[src/rtl/byte_serial_add_sequencer.sv]
// rtl/byte_serial_add_sequencer.sv - wide adder sequenced over one external WIDTH-bit adder, LSB slice first
module byte_serial_add_sequencer #(
  parameter int WIDTH = 8,
  parameter int WORDS = 4
) (
  input  logic                     CLK,
  input  logic                     RST,
  input  logic                     START,
  input  logic [WIDTH*WORDS-1:0]   OP_A,
  input  logic [WIDTH*WORDS-1:0]   OP_B,
  input  logic                     CIN,
  output logic [WIDTH-1:0]         ADD_A,
  output logic [WIDTH-1:0]         ADD_B,
  output logic                     ADD_C,
  input  logic [WIDTH-1:0]         ADD_F,
  input  logic                     ADD_E,
  output logic                     BUSY,
  output logic                     DONE,
  output logic [WIDTH*WORDS-1:0]   RESULT,
  output logic                     COUT,
  output logic                     OVF
);

  localparam int N  = WIDTH * WORDS;
  localparam int IW = (WORDS > 1) ? $clog2(WORDS) : 1;
  localparam logic [IW-1:0] LAST_IDX = IW'(WORDS - 1);

  typedef enum logic [1:0] {
    IDLE = 2'd0,
    RUN  = 2'd1,
    FIN  = 2'd2
  } state_t;

  state_t          state;
  logic [IW-1:0]   idx;
  logic            carry;
  logic [N-1:0]    a_reg;
  logic [N-1:0]    b_reg;

  // Adder operands come straight from the registers so the external adder
  // sees a stable slice for the whole RUN cycle.
  always_comb begin
    ADD_A = '0;
    ADD_B = '0;
    ADD_C = 1'b0;
    if (state == RUN) begin
      ADD_A = a_reg[idx*WIDTH +: WIDTH];
      ADD_B = b_reg[idx*WIDTH +: WIDTH];
      ADD_C = carry;
    end
  end

  always_ff @(posedge CLK or posedge RST) begin
    if (RST) begin
      state  <= IDLE;
      idx    <= '0;
      carry  <= 1'b0;
      a_reg  <= '0;
      b_reg  <= '0;
      RESULT <= '0;
      COUT   <= 1'b0;
      OVF    <= 1'b0;
      DONE   <= 1'b0;
      BUSY   <= 1'b0;
    end else begin
      case (state)
        IDLE: begin
          if (START) begin
            a_reg  <= OP_A;
            b_reg  <= OP_B;
            carry  <= CIN;
            idx    <= '0;
            RESULT <= '0;
            COUT   <= 1'b0;
            OVF    <= 1'b0;
            BUSY   <= 1'b1;
            state  <= RUN;
          end
        end
        RUN: begin
          RESULT[idx*WIDTH +: WIDTH] <= ADD_F;
          carry <= ADD_E;
          if (idx == LAST_IDX) begin
            // Signed overflow: like-signed operands producing a result of the other sign.
            COUT  <= ADD_E;
            OVF   <= (a_reg[N-1] == b_reg[N-1]) && (ADD_F[WIDTH-1] != a_reg[N-1]);
            idx   <= '0;
            DONE  <= 1'b1;
            state <= FIN;
          end else begin
            idx <= idx + 1'b1;
          end
        end
        FIN: begin
          DONE  <= 1'b0;
          BUSY  <= 1'b0;
          state <= IDLE;
        end
        default: begin
          DONE  <= 1'b0;
          BUSY  <= 1'b0;
          idx   <= '0;
          state <= IDLE;
        end
      endcase
    end
  end

endmodule

[config.mk]
export PLATFORM = sky130hd
export DESIGN_NAME = byte_serial_add_sequencer
export DESIGN_NICKNAME = d
export VERILOG_FILES = /design/src/rtl/byte_serial_add_sequencer.sv
export SDC_FILE = /design/constraint.sdc
export NUM_CORES = 1
export LEC_CHECK = 0
export BUFFER_PORTS_ARGS = -buffer_cell sky130_fd_sc_hd__buf_2
export CORE_MARGIN = 2
export CORE_UTILIZATION = 47
export CTS_CLUSTER_DIAMETER = 200
export DETAILED_ROUTE_END_ITERATION = 7
export GPL_TIMING_DRIVEN = 0
export PLACE_DENSITY = 0.76
export SYNTH_ARGS = -nofsm -noshare
export SYNTH_HDL_FRONTEND = slang
export SYNTH_SLANG_ARGS = --single-unit
[constraint.sdc]
create_clock -name CLK -period 3.2 [get_ports CLK]
set_input_delay 0.32 -clock CLK [delete_from_list [all_inputs] [get_ports CLK]]
set_output_delay 0.32 -clock CLK [all_outputs]
set_load 0.02 [all_outputs]
==> impl_metrics.env, run 1 <==
export IMPL_status="finished clean"
export IMPL_synth_adder_area_share_pct=1.62
export IMPL_h_tree_depth=3
export IMPL_critical_path_arrival_ns=2.92
export IMPL_synthCells=304
export IMPL_viasPerCell=5.27
export IMPL_cap_viol_max_count=0
export IMPL_cts_repair_resized=0
export IMPL_slew_viol_final=0
export IMPL_cts_root_buf="sky130_fd_sc_hd__clkbuf_8"
export IMPL_cts_path_max_buffers=2
export IMPL_multi_input_area_mm2=0.00187
export IMPL_crit_path_top_delay_cell="sky130_fd_sc_hd__nor4b_4"
export IMPL_clock_sinks=105
export IMPL_post_dp_hpwl_um=7550
export IMPL_synthSimpleGateAreaFrac_pct=6.58
export IMPL_final_net_count=528
export IMPL_combinational_family_with_the_most_area_after_synthesis="multiplexers"
export IMPL_power_share_combinational_pct=47.2
export IMPL_place_gp_congestion=0.805
export IMPL_worst_hold_path_type="in2async"
export IMPL_fin_total_pwr_mw=5.64
export IMPL_layout_cells_non_filler=583
export IMPL_ys_top_cells_by_area="sky130_fd_sc_hd__dfrtp_1 (57%), sky130_fd_sc_hd__mux2_2 (14%), sky130_fd_sc_hd__mux4_2 (7.8%), sky130_fd_sc_hd__a22o_1 (6.2%), sky130_fd_sc_hd__and2_1 (2.3%)"
export IMPL_criticalPathCategory="reg2reg"
export IMPL_grt_setup_unrepaired="no"
export IMPL_number_of_design_rule_violations_left_after_detail_routing=0
export IMPL_max_freq_ghz=0.380
export IMPL_fp_dieArea_mm2=0.0107
export IMPL_synthDominantAreaCellType="sky130_fd_sc_hd__dfrtp_1"
export IMPL_timing_final_crit_share_pct=82.1
export IMPL_r2r_worst_path_depth=7
export IMPL_numCtsBuffers=9
export IMPL_coreArea_mm2=0.00968
export IMPL_insertion_delay_ns=0.36
export IMPL_synthesis_yosys_warnings=0
export IMPL_fin_worst_skew_ns=0.0114
export IMPL_power_per_standard_cell_area_mw_per_mm2=997
export IMPL_worst_path_buf_inv=3
export IMPL_crit_path_cell_trace="buf_2 -> buf_2 -> inv_1 -> ha_1 -> or2b_1 -> nor4b_4 -> a22o_1"
export IMPL_num_antenna_cells=0
export IMPL_global_route_usage_total_pct=20.2
export IMPL_synth_compound_area_share_pct=8.74
export IMPL_path_delay_family="simple AND/OR/NAND/NOR gates"
export IMPL_post_synth_top_area_fraction_pct=56.7
export IMPL_worstReg2RegEnd="RESULT[23]$_DFFE_PP0P_"
export IMPL_drtIter0Drc=92
export IMPL_number_of_endpoints_with_negative_hold_slack_in_the_final_report=0
export IMPL_synth_seq_cells=105
export IMPL_floorplan_die_height_um=103
export IMPL_hold_fix_buffer_count_after_cts=0
export IMPL_sw_share_pct=37.8
export IMPL_clk_pin_slew_ns=0.10
export IMPL_grt_pass1_wl_um=16200
export IMPL_tritoncts_clock_tree="done"
export IMPL_library_cell_appearing_most_often_on_the_critical_path="sky130_fd_sc_hd__buf_2"
export IMPL_first_global_vias=3255
export IMPL_clockPowerShare_pct=13.5
export IMPL_critical_path_required_ns=3.49
export IMPL_site_rows=36
export IMPL_seq_area_frac_synth_pct=56.7
export IMPL_synthesis_nets=387
export IMPL_n_fill_cell=805
export IMPL_setup_violation_total_in_the_final_timing_report=0
export IMPL_die_width_um=103
export IMPL_quantity_of_i_o_buffers_inserted_on_ports=129
export IMPL_critPathLaunchType="flop"
export IMPL_antenna_left=0
export IMPL_drt_wirelength_per_cell_um=17.7
export IMPL_grt_overflow=0
export IMPL_dpl_cell_count=567
export IMPL_floorplan_initialDensity_pct=47.9
export IMPL_timing_critical_path_slowest_cell_delay_ns=0.52
export IMPL_r2r_start="idx[1]$_DFFE_PP0P_"
export IMPL_p_seq_share_pct=39.3
export IMPL_post_synth_num_cell_types=31
export IMPL_intPower_mw=3.51
export IMPL_xor_xnor_cell_area_share_of_the_yosys_netlist_pct=0
export IMPL_leakagePower_nw=2.75
export IMPL_synth_area_per_cell_um2=15.3
export IMPL_ff_latch_area_mm2=0.00263
export IMPL_synthesis_area_mm2=0.00464
export IMPL_route_final_wire_length_um=10300
export IMPL_ff2ff_setup_slack_ns=0.57
export IMPL_layout_drive_gt1_share_pct=54.0
export IMPL_worstSetupEndpointType="flop"
export IMPL_worstMarginPinSlew_ns=0.615
export IMPL_cts_post_setup_buffers_inserted=0
export IMPL_worst_ir_drop_vdd_mv=0.461
export IMPL_post_synth_mux_area_share_pct=23.3
export IMPL_firstDrtPassIters=4
export IMPL_design_portCount=130
export IMPL_worstPathMaxFanout=10
export IMPL_timing_max_slew_rel_slack_pct=59.0
export IMPL_routed_via_count=3073
export IMPL_syn_to_final_growth_pct=22.0
export IMPL_period_needed_ns=2.63
export IMPL_number_of_antenna_violations_at_the_first_check_in_global_routing=0
export IMPL_grt_start_max_net_pins=59
export IMPL_power_switching_mw=2.13
[how the worst max path moves through the flow]
| stage | startpoint | endpoint | cells after the start | slack (ns) |
|---|---|---|---|---|
| 6_report | idx[1]$_DFFE_PP0P_ | RESULT[23]$_DFFE_PP0P_ | 7 | 0.57 |
| 5_1_grt | idx[1]$_DFFE_PP0P_ | RESULT[23]$_DFFE_PP0P_ | 7 | 0.40 |
| 4_1_cts | idx[1]$_DFFE_PP0P_ | RESULT[23]$_DFFE_PP0P_ | 7 | 0.54 |
| 3_5_place_dp | idx[1]$_DFFE_PP0P_ | RESULT[22]$_DFFE_PP0P_ | 7 | 0.57 |
| 3_3_place_gp | RST | a_reg[10]$_DFFE_PP0P_ | 2 | -0.99 |
| 2_1_floorplan | RST | BUSY$_DFFE_PP0P_ | 1 | 0.12 |
[power by group through the flow]
stage / Clock, mW / Sequential, mW / Combinational [mW]
3_3_place_gp: 0 / 2.21 / 2.61
2_1_floorplan: 0 / 2.31 / 1.83
5_1_grt: 0.845 / 2.29 / 2.88
6_report: 0.760 / 2.22 / 2.66
4_1_cts: 0.785 / 2.22 / 2.70
3_5_place_dp: 0 / 2.25 / 2.68
[cell usage after synthesis (all sizes together)]
cell / instances
mux2: 64
inv: 6
ha: 6
nor2b: 6
nand2b: 2
nand2: 7
o21ai: 3
o32ai: 2
a21o: 5
buf: 16
or2b: 1
a31o: 1
mux4: 16
a22o: 33
a21oi: 3
and4: 1
and3b: 1
nor4b: 1
nor4: 1
nor2: 2
dfrtp: 105
a22oi: 1
nor3: 1
o21bai: 2
and2: 17
or2: 1
[per-stage QoR]
| step | setup TNS (ns) | hold WS (ns) | setup slack (ns) | cell area [µm²] | utilization (%) |
|---|---|---|---|---|---|
| after floorplan | 0 | 0.453 | 0.119 | 4640 | - |
| after global placement | -103.62 | 0.462 | -0.994 | 5450 | 56.3 |
| after detailed placement | 0 | 0.444 | 0.568 | 5480 | 56.6 |
| after CTS | 0 | 0.0443 | 0.536 | 5660 | 58.4 |
| after global routing | 0 | 0.0796 | 0.403 | 5660 | 58.4 |
| final | 0 | 0.0262 | 0.571 | 5660 | 58.4 |
[routing by layer]
| layer | track usage, % | vias up | routed length, µm |
|---|---|---|---|
| li1 | - | 1403 | - |
| met1 | 26.3 | 1564 | 4350 |
| met5 | 0 | - | 0 |
| met4 | 7.89 | 0 | 169 |
| met2 | 33.8 | 92 | 5280 |
| met3 | 3.56 | 14 | 497 |
[cell usage in the layout, fill, tap and decap left out, drive strengths merged, types with 2 or more instances in the layout]
cell type	instances
buf	146
dfrtp	105
mux2	64
a22o	33
and2	17
mux4	16
clkbuf	10
inv	8
nand2	7
ha	6
nor2b	6
a21o	5
a21oi	3
o21ai	3
clkinv	3
o32ai	2
o21bai	2
nor2	2
nand2b	2
[logic make-up after synthesis]
| logic type | after synthesis |
|---|---|
| flops | 105 |
| mux | 80 |
| compound gates | 50 |
| simple gates | 41 |
| buf+inv | 22 |
| fa+ha+maj | 6 |
[cell type report]
cell class                 instances  area share, %
clock buffer                      10           2.26
inverter                           6          0.442
buffer                            16           2.12
sequential                       105           46.4
multi-input combinational        177           33.0
clock inverter                     6          0.885
timing repair buffer             130           11.9
tap                              133           2.94
Power figures use the tool's default switching activity.
==> run 2: changes to the inputs <==
Settings changed: CORE_UTILIZATION 47 to 52, PLACE_DENSITY 0.76 to 0.8.
Clock period 3.2 ns to 2.54 ns, I/O delays scaled along.
==> run 2 against run 1 <==
Utilization is 7.0 points higher. Worst setup slack worse by 0.42 ns. Clock power increased by 39%. Via count up 1.2%. Combinational power rose by 26%. First-iteration DRC count up 36%. Fmax up 10%. Largest power group unchanged. Highest routed layer unchanged.
==> impl_metrics.env, run 2 (synthesis results as in run 1) <==
export IMPL_first_global_vias=3325
export IMPL_floorplan_die_height_um=98.4
export IMPL_worstReg2RegEnd="RESULT[18]$_DFFE_PP0P_"
export IMPL_period_needed_ns=2.38
export IMPL_viasPerCell=5.56
export IMPL_routed_via_count=3111
export IMPL_global_route_usage_total_pct=22.1
export IMPL_finalCoreUtilization_pct=65.4
export IMPL_site_rows=34
export IMPL_power_per_standard_cell_area_mw_per_mm2=1270
export IMPL_layout_drive_gt1_share_pct=54.4
export IMPL_p_seq_share_pct=38.9
export IMPL_design_portCount=130
export IMPL_crit_path_cell_trace="clkbuf_4 -> buf_4 -> inv_1 -> ha_1 -> or2b_1 -> nor4b_4 -> buf_4 -> a22o_1"
export IMPL_insertion_delay_ns=0.36
export IMPL_ff2ff_setup_slack_ns=0.16
export IMPL_clockPowerShare_pct=14.7
export IMPL_antenna_left=0
export IMPL_numCtsBuffers=9
export IMPL_tritoncts_clock_tree="done"
export IMPL_quantity_of_i_o_buffers_inserted_on_ports=129
export IMPL_syn_to_final_growth_pct=22.4
export IMPL_grt_overflow=0
export IMPL_critical_path_required_ns=2.84
export IMPL_status="finished clean"
export IMPL_grt_pass1_wl_um=16700
export IMPL_n_fill_cell=662
export IMPL_firstDrtPassIters=4
export IMPL_timing_max_slew_rel_slack_pct=47.2
export IMPL_layout_cells_non_filler=560
export IMPL_fin_total_pwr_mw=7.23
export IMPL_timing_critical_path_slowest_cell_delay_ns=0.40
export IMPL_most_common_layout_cells="sky130_fd_sc_hd__buf_2 (136), sky130_fd_sc_hd__dfrtp_1 (105), sky130_fd_sc_hd__mux2_2 (57), sky130_fd_sc_hd__a22o_1 (33), sky130_fd_sc_hd__and2_1 (17)"
export IMPL_floorplan_initialDensity_pct=53.4
export IMPL_die_width_um=98.4
export IMPL_final_hold_worst_slack_ns=0.0183
export IMPL_r2r_start="idx[1]$_DFFE_PP0P_"
export IMPL_power_switching_mw=2.71
export IMPL_criticalPathCategory="reg2reg"
export IMPL_number_of_design_rule_violations_left_after_detail_routing=0
export IMPL_leakagePower_nw=2.77
export IMPL_sw_share_pct=37.4
export IMPL_clk_pin_slew_ns=0.10
export IMPL_timing_final_crit_share_pct=93.9
export IMPL_fin_worst_skew_ns=0.00710
export IMPL_critPathLaunchType="flop"
export IMPL_worstSetupEndpointType="flop"
export IMPL_worst_hold_path_type="in2async"
export IMPL_worst_setup_path_startpoint="idx[1]$_DFFE_PP0P_"
export IMPL_number_of_endpoints_with_negative_hold_slack_in_the_final_report=0
export IMPL_cts_path_max_buffers=2
export IMPL_max_freq_ghz=0.419
export IMPL_intPower_mw=4.53
export IMPL_clock_sinks=105
export IMPL_layout_cells_most_common="sky130_fd_sc_hd__buf_2"
export IMPL_place_gp_congestion=0.780
export IMPL_grt_setup_unrepaired="no"
export IMPL_slew_viol_final=0
export IMPL_h_tree_depth=3
export IMPL_final_net_count=530
export IMPL_fp_dieArea_mm2=0.00969
export IMPL_number_of_antenna_violations_at_the_first_check_in_global_routing=0
export IMPL_drtIter0Drc=125
export IMPL_worst_ir_drop_vdd_mv=0.664
export IMPL_grt_start_max_net_pins=43
export IMPL_r2r_worst_path_depth=8
export IMPL_critical_path_arrival_ns=2.69
export IMPL_worstMarginPinSlew_ns=0.790
export IMPL_tns_ns=0
export IMPL_coreArea_mm2=0.00868
export IMPL_route_final_wire_length_um=10300
export IMPL_path_delay_family="buffers and inverters"
export IMPL_crit_path_top_delay_cell="sky130_fd_sc_hd__dfrtp_1"
export IMPL_worst_path_buf_inv=4
export IMPL_cts_root_buf="sky130_fd_sc_hd__clkbuf_8"
export IMPL_library_cell_appearing_most_often_on_the_critical_path="sky130_fd_sc_hd__buf_4"
export IMPL_dpl_cell_count=543
export IMPL_worstPathMaxFanout=10
export IMPL_post_dp_hpwl_um=7590
export IMPL_power_share_combinational_pct=46.5
export IMPL_drt_wirelength_per_cell_um=18.5
export IMPL_setup_violation_total_in_the_final_timing_report=0
export IMPL_cap_viol_max_count=0
export IMPL_num_antenna_cells=0
[run 2: routing by layer]
layer / up-vias / share of wire [%] / GRT usage [%]
met5: - / 0 / 0
met4: 0 / 1.4 / 8.01
met2: 101 / 50 / 36.7
li1: 1415 / - / -
met3: 12 / 5.4 / 4.82
met1: 1583 / 43 / 29.1
[run 2: area by class of cell]
| cell class | count | area, µm² | area share (%) |
|---|---|---|---|
| Tap cell | 108 | 135 | 2.38 |
| Buffer | 16 | 125 | 2.20 |
| Inverter | 6 | 26.3 | 0.463 |
| Sequential cell | 105 | 2630 | 46.3 |
| Clock inverter | 7 | 77.6 | 1.37 |
| Timing Repair Buffer | 132 | 693 | 12.2 |
| Multi-Input combinational cell | 177 | 1870 | 32.9 |
| Clock buffer | 9 | 124 | 2.18 |
[run 2: power groups by stage]
stage | combinational [mW] | sequential (mW) | clock (mW)
after global placement | 3.27 | 2.79 | 0
after floorplan | 2.31 | 2.91 | 0
after CTS | 3.39 | 2.81 | 1.08
after detailed placement | 3.38 | 2.85 | 0
final | 3.36 | 2.81 | 1.06
after global routing | 3.59 | 2.90 | 1.16
[run 2: worst max-delay path by stage]
stage	endpoint	slack (ns)	cells past startpoint
floorplan	RESULT[16]$_DFFE_PP0P_	0.42	7
global placement	RESULT[21]$_DFFE_PP0P_	-0.005	7
detailed placement	RESULT[18]$_DFFE_PP0P_	-0.11	7
CTS	RESULT[18]$_DFFE_PP0P_	0.007	8
global route	RESULT[20]$_DFFE_PP0P_	0.03	8
finish	RESULT[18]$_DFFE_PP0P_	0.16	8
[run 2: repair_timing]
action,CTS,global route
hold buffers,0,0
buffers inserted,1,0
gates cloned,0,0
gates resized for setup,0,3
pin swaps,1,0
setup endpoints to repair,8,16
[run 2: per-stage QoR]
stage,setup slack [ns],area (µm²)
global route,0.0318,5680
global placement,-0.00461,5420
detailed placement,-0.106,5460
CTS,0.00701,5670
finish,0.156,5680
floorplan,0.422,4640
==> run 3: changes to the inputs <==
Settings changed: ABC_AREA set to 1, CORE_MARGIN 2 to 3, CORE_UTILIZATION 52 to 53, SKIP_LAST_GASP set to 1.
==> run 3 against run 2 <==
Clock-buffer cell count up 3. Sequential power down 6%. Fmax up 3.9%. Cell count up 58%. Die area up 8.7%. Clock skew about the same. Global-route usage up 2.3 points. Wire length up 20%. Via count up 44%. Worst hold slack better by 0.050 ns. Critical endpoint is now RESULT[7]$_DFFE_PP0P_.
==> impl_metrics.env, run 3 <==
export IMPL_leakagePower_nw=3.43
export IMPL_clockPowerShare_pct=13.3
export IMPL_synthesis_area_mm2=0.00495
export IMPL_grt_setup_unrepaired="no"
export IMPL_slew_viol_final=0
export IMPL_critPathLaunchType="flop"
export IMPL_wire_length_on_met1_um=5160
export IMPL_quantity_of_i_o_buffers_inserted_on_ports=129
export IMPL_synthArstFlopShare_pct=100
export IMPL_max_freq_ghz=0.436
export IMPL_global_route_usage_total_pct=24.5
export IMPL_hold_fix_buffer_count_after_cts=1
export IMPL_crit_path_top_delay_cell="sky130_fd_sc_hd__dfrtp_1"
export IMPL_most_common_cell_in_the_netlist="sky130_fd_sc_hd__nand2_1"
export IMPL_ff_latch_area_mm2=0.00263
export IMPL_grt_overflow=0
export IMPL_post_synth_num_cell_types=20
export IMPL_layout_cells_most_common="sky130_fd_sc_hd__nand2_1"
export IMPL_drtIter0Drc=260
export IMPL_met2_wire_len_um=6170
export IMPL_fin_worst_skew_ns=0.00699
export IMPL_hold_end="a_reg[17]$_DFFE_PP0P_"
export IMPL_timing_max_slew_rel_slack_pct=61.1
export IMPL_post_synth_top_area_fraction_pct=53.1
export IMPL_min_from="OP_A[17]"
export IMPL_most_common_layout_cells="sky130_fd_sc_hd__nand2_1 (271), sky130_fd_sc_hd__buf_2 (139), sky130_fd_sc_hd__dfrtp_1 (105), sky130_fd_sc_hd__inv_1 (75)"
export IMPL_sw_share_pct=45.9
export IMPL_r2r_worst_path_depth=9
export IMPL_floorplan_initialDensity_pct=55.6
export IMPL_r2r_start="idx[1]$_DFFE_PP0P_"
export IMPL_viasPerCell=5.05
export IMPL_worstHoldPathCells=3
export IMPL_synth_edf_count=0
export IMPL_fp_dieArea_mm2=0.0105
export IMPL_antenna_left=0
export IMPL_worstReg2RegEnd="RESULT[7]$_DFFE_PP0P_"
export IMPL_firstDrtPassIters=4
export IMPL_worstSetupEndpointType="flop"
export IMPL_cts_root_buf="sky130_fd_sc_hd__clkbuf_8"
export IMPL_number_of_design_rule_violations_left_after_detail_routing=0
export IMPL_grt_start_max_net_pins=44
export IMPL_criticalPathCategory="reg2reg"
export IMPL_numCtsBuffers=9
export IMPL_drt_wirelength_per_cell_um=14.0
export IMPL_design_portCount=130
export IMPL_site_rows=34
export IMPL_critical_path_required_ns=2.84
export IMPL_setup_violation_total_in_the_final_timing_report=0
export IMPL_post_dp_hpwl_um=9480
export IMPL_worst_hold_path_type="in2reg"
export IMPL_seq_area_frac_synth_pct=53.1
export IMPL_place_gp_congestion=0.874
export IMPL_synthesis_nets=713
export IMPL_status="finished clean"
export IMPL_timing_final_crit_share_pct=90.4
export IMPL_num_antenna_cells=0
export IMPL_intPower_mw=3.96
export IMPL_routed_via_count=4478
export IMPL_top_layer="met4"
export IMPL_number_of_antenna_violations_at_the_first_check_in_global_routing=0
export IMPL_worst_slack_ns=0.244
export IMPL_coreArea_mm2=0.00889
export IMPL_synth_seq_cells=105
export IMPL_n_fill_cell=760
export IMPL_insertion_delay_ns=0.37
export IMPL_final_net_count=856
export IMPL_crit_path_cell_trace="buf_2 -> inv_2 -> buf_2 -> ha_1 -> inv_1 -> nand2_1 -> nor2_2 -> nand2_1 -> nand2_1"
export IMPL_clk_pin_slew_ns=0.10
export IMPL_syn_to_final_growth_pct=20.6
export IMPL_power_per_standard_cell_area_mw_per_mm2=1220
export IMPL_ff2ff_setup_slack_ns=0.24
export IMPL_die_width_um=103
export IMPL_power_switching_mw=3.35
export IMPL_h_tree_depth=3
export IMPL_route_final_wire_length_um=12400
export IMPL_p_seq_share_pct=36.1
export IMPL_multi_input_area_mm2=0.00184
export IMPL_cts_path_max_buffers=2
export IMPL_library_cell_appearing_most_often_on_the_critical_path="sky130_fd_sc_hd__nand2_1"
export IMPL_grt_pass1_wl_um=20100
export IMPL_tritoncts_clock_tree="done"
export IMPL_cap_viol_max_count=0
export IMPL_synthCells=630
export IMPL_period_needed_ns=2.30
export IMPL_worst_ir_drop_vdd_mv=0.595
export IMPL_worstPathMaxFanout=12
export IMPL_synth_commonest_cells="sky130_fd_sc_hd__nand2_1 (271), sky130_fd_sc_hd__dfrtp_1 (105), sky130_fd_sc_hd__inv_1 (76)"
export IMPL_dp_worst_setup_slack_ns=0.270
export IMPL_power_share_combinational_pct=50.6
export IMPL_synth_area_per_cell_um2=7.85
export IMPL_worstMarginPinSlew_ns=0.582
export IMPL_synthesis_yosys_warnings=0
export IMPL_floorplan_die_height_um=103
export IMPL_layout_drive_gt1_share_pct=24.2
export IMPL_synthFlopType="sky130_fd_sc_hd__dfrtp_1"
export IMPL_tns_ns=0
export IMPL_met3WireLength_um=793
export IMPL_cts_repair_resized=0
export IMPL_synthDominantAreaCellType="sky130_fd_sc_hd__dfrtp_1"
export IMPL_number_of_endpoints_with_negative_hold_slack_in_the_final_report=0
export IMPL_critical_path_arrival_ns=2.60
export IMPL_timing_critical_path_slowest_cell_delay_ns=0.44
export IMPL_cts_post_setup_buffers_inserted=0
export IMPL_first_global_vias=4397
export IMPL_clock_sinks=105
export IMPL_ys_top_cells_by_area="sky130_fd_sc_hd__dfrtp_1 (53%), sky130_fd_sc_hd__nand2_1 (21%), sky130_fd_sc_hd__inv_1 (5.8%), sky130_fd_sc_hd__nand3_1 (3.0%), sky130_fd_sc_hd__o21ai_0 (3.0%)"
run 3: per-stage QoR:
stage / util, % / std cells / power [mW] / hold slack (ns) / instance area, µm²
6_report: 67.1 / 886 / 7.30 / 0.0681 / 5960
4_1_cts: 67.1 / 886 / 7.33 / 0.0599 / 5960
3_3_place_gp: 64.5 / 867 / 6.22 / 0.448 / 5730
5_1_grt: 67.1 / 886 / 7.90 / 0.0755 / 5960
2_1_floorplan: - / 630 / 5.22 / 0.364 / 4950
3_5_place_dp: 64.9 / 869 / 6.35 / 0.350 / 5770
run 3: worst max path at each step:
stage	startpoint	end	slack [ns]	cells after the start
3_3_place_gp	idx[1]$_DFFE_PP0P_	RESULT[6]$_DFFE_PP0P_	0.36	9
4_1_cts	idx[1]$_DFFE_PP0P_	RESULT[7]$_DFFE_PP0P_	0.23	9
3_5_place_dp	idx[1]$_DFFE_PP0P_	RESULT[0]$_DFFE_PP0P_	0.27	9
6_report	idx[1]$_DFFE_PP0P_	RESULT[7]$_DFFE_PP0P_	0.24	9
2_1_floorplan	idx[1]$_DFFE_PP0P_	RESULT[0]$_DFFE_PP0P_	0.71	9
5_1_grt	idx[1]$_DFFE_PP0P_	RESULT[3]$_DFFE_PP0P_	0.09	9
run 3: routing by layer:
layer / vias to the layer above / track usage [%]
met5: - / 0
met4: 0 / 9.89
met3: 26 / 2.98
met2: 164 / 41.4
met1: 2085 / 32.1
li1: 2203 / -
run 3: critical path, delay by kind of cell, from the launching register on:
family / cells / cell delay (ns)
adder cells (fa/ha/maj): 1 / 0.33
AND/OR/NAND/NOR: 4 / 0.59
flip-flops: 1 / 0.44
buffers and inverters: 4 / 0.86
run 3: kinds of logic (layout without fill, tap and decap cells):
kind of cell             Yosys count  after routing  synth area share (%)
AND/OR/NAND/NOR                  333            333                  27.0
buffers and inverters            108            256                  9.74
flip-flops                       105            105                  53.1
AO/OA/AOI/OAI                     78             78                  8.67
adder cells (fa/ha/maj)            6              6                  1.52
run 3: power by group through the flow:
| stage | clock network (mW) | registers, mW | logic (mW) |
|---|---|---|---|
| after detailed placement | 0 | 2.67 | 3.68 |
| final | 0.975 | 2.64 | 3.69 |
| after global placement | 0 | 2.64 | 3.58 |
| after global routing | 1.04 | 2.70 | 4.16 |
| after CTS | 0.990 | 2.63 | 3.71 |
| after floorplan | 0 | 2.81 | 2.40 |
run 3: layout make-up:
type | instances | share of cell area (%)
sequential | 105 | 44.1
multi-input combinational | 417 | 30.8
timing repair buffer | 132 | 11.7
inverter | 81 | 5.16
buffer | 27 | 2.98
clock buffer | 12 | 2.60
tap | 108 | 2.27
clock inverter | 4 | 0.462
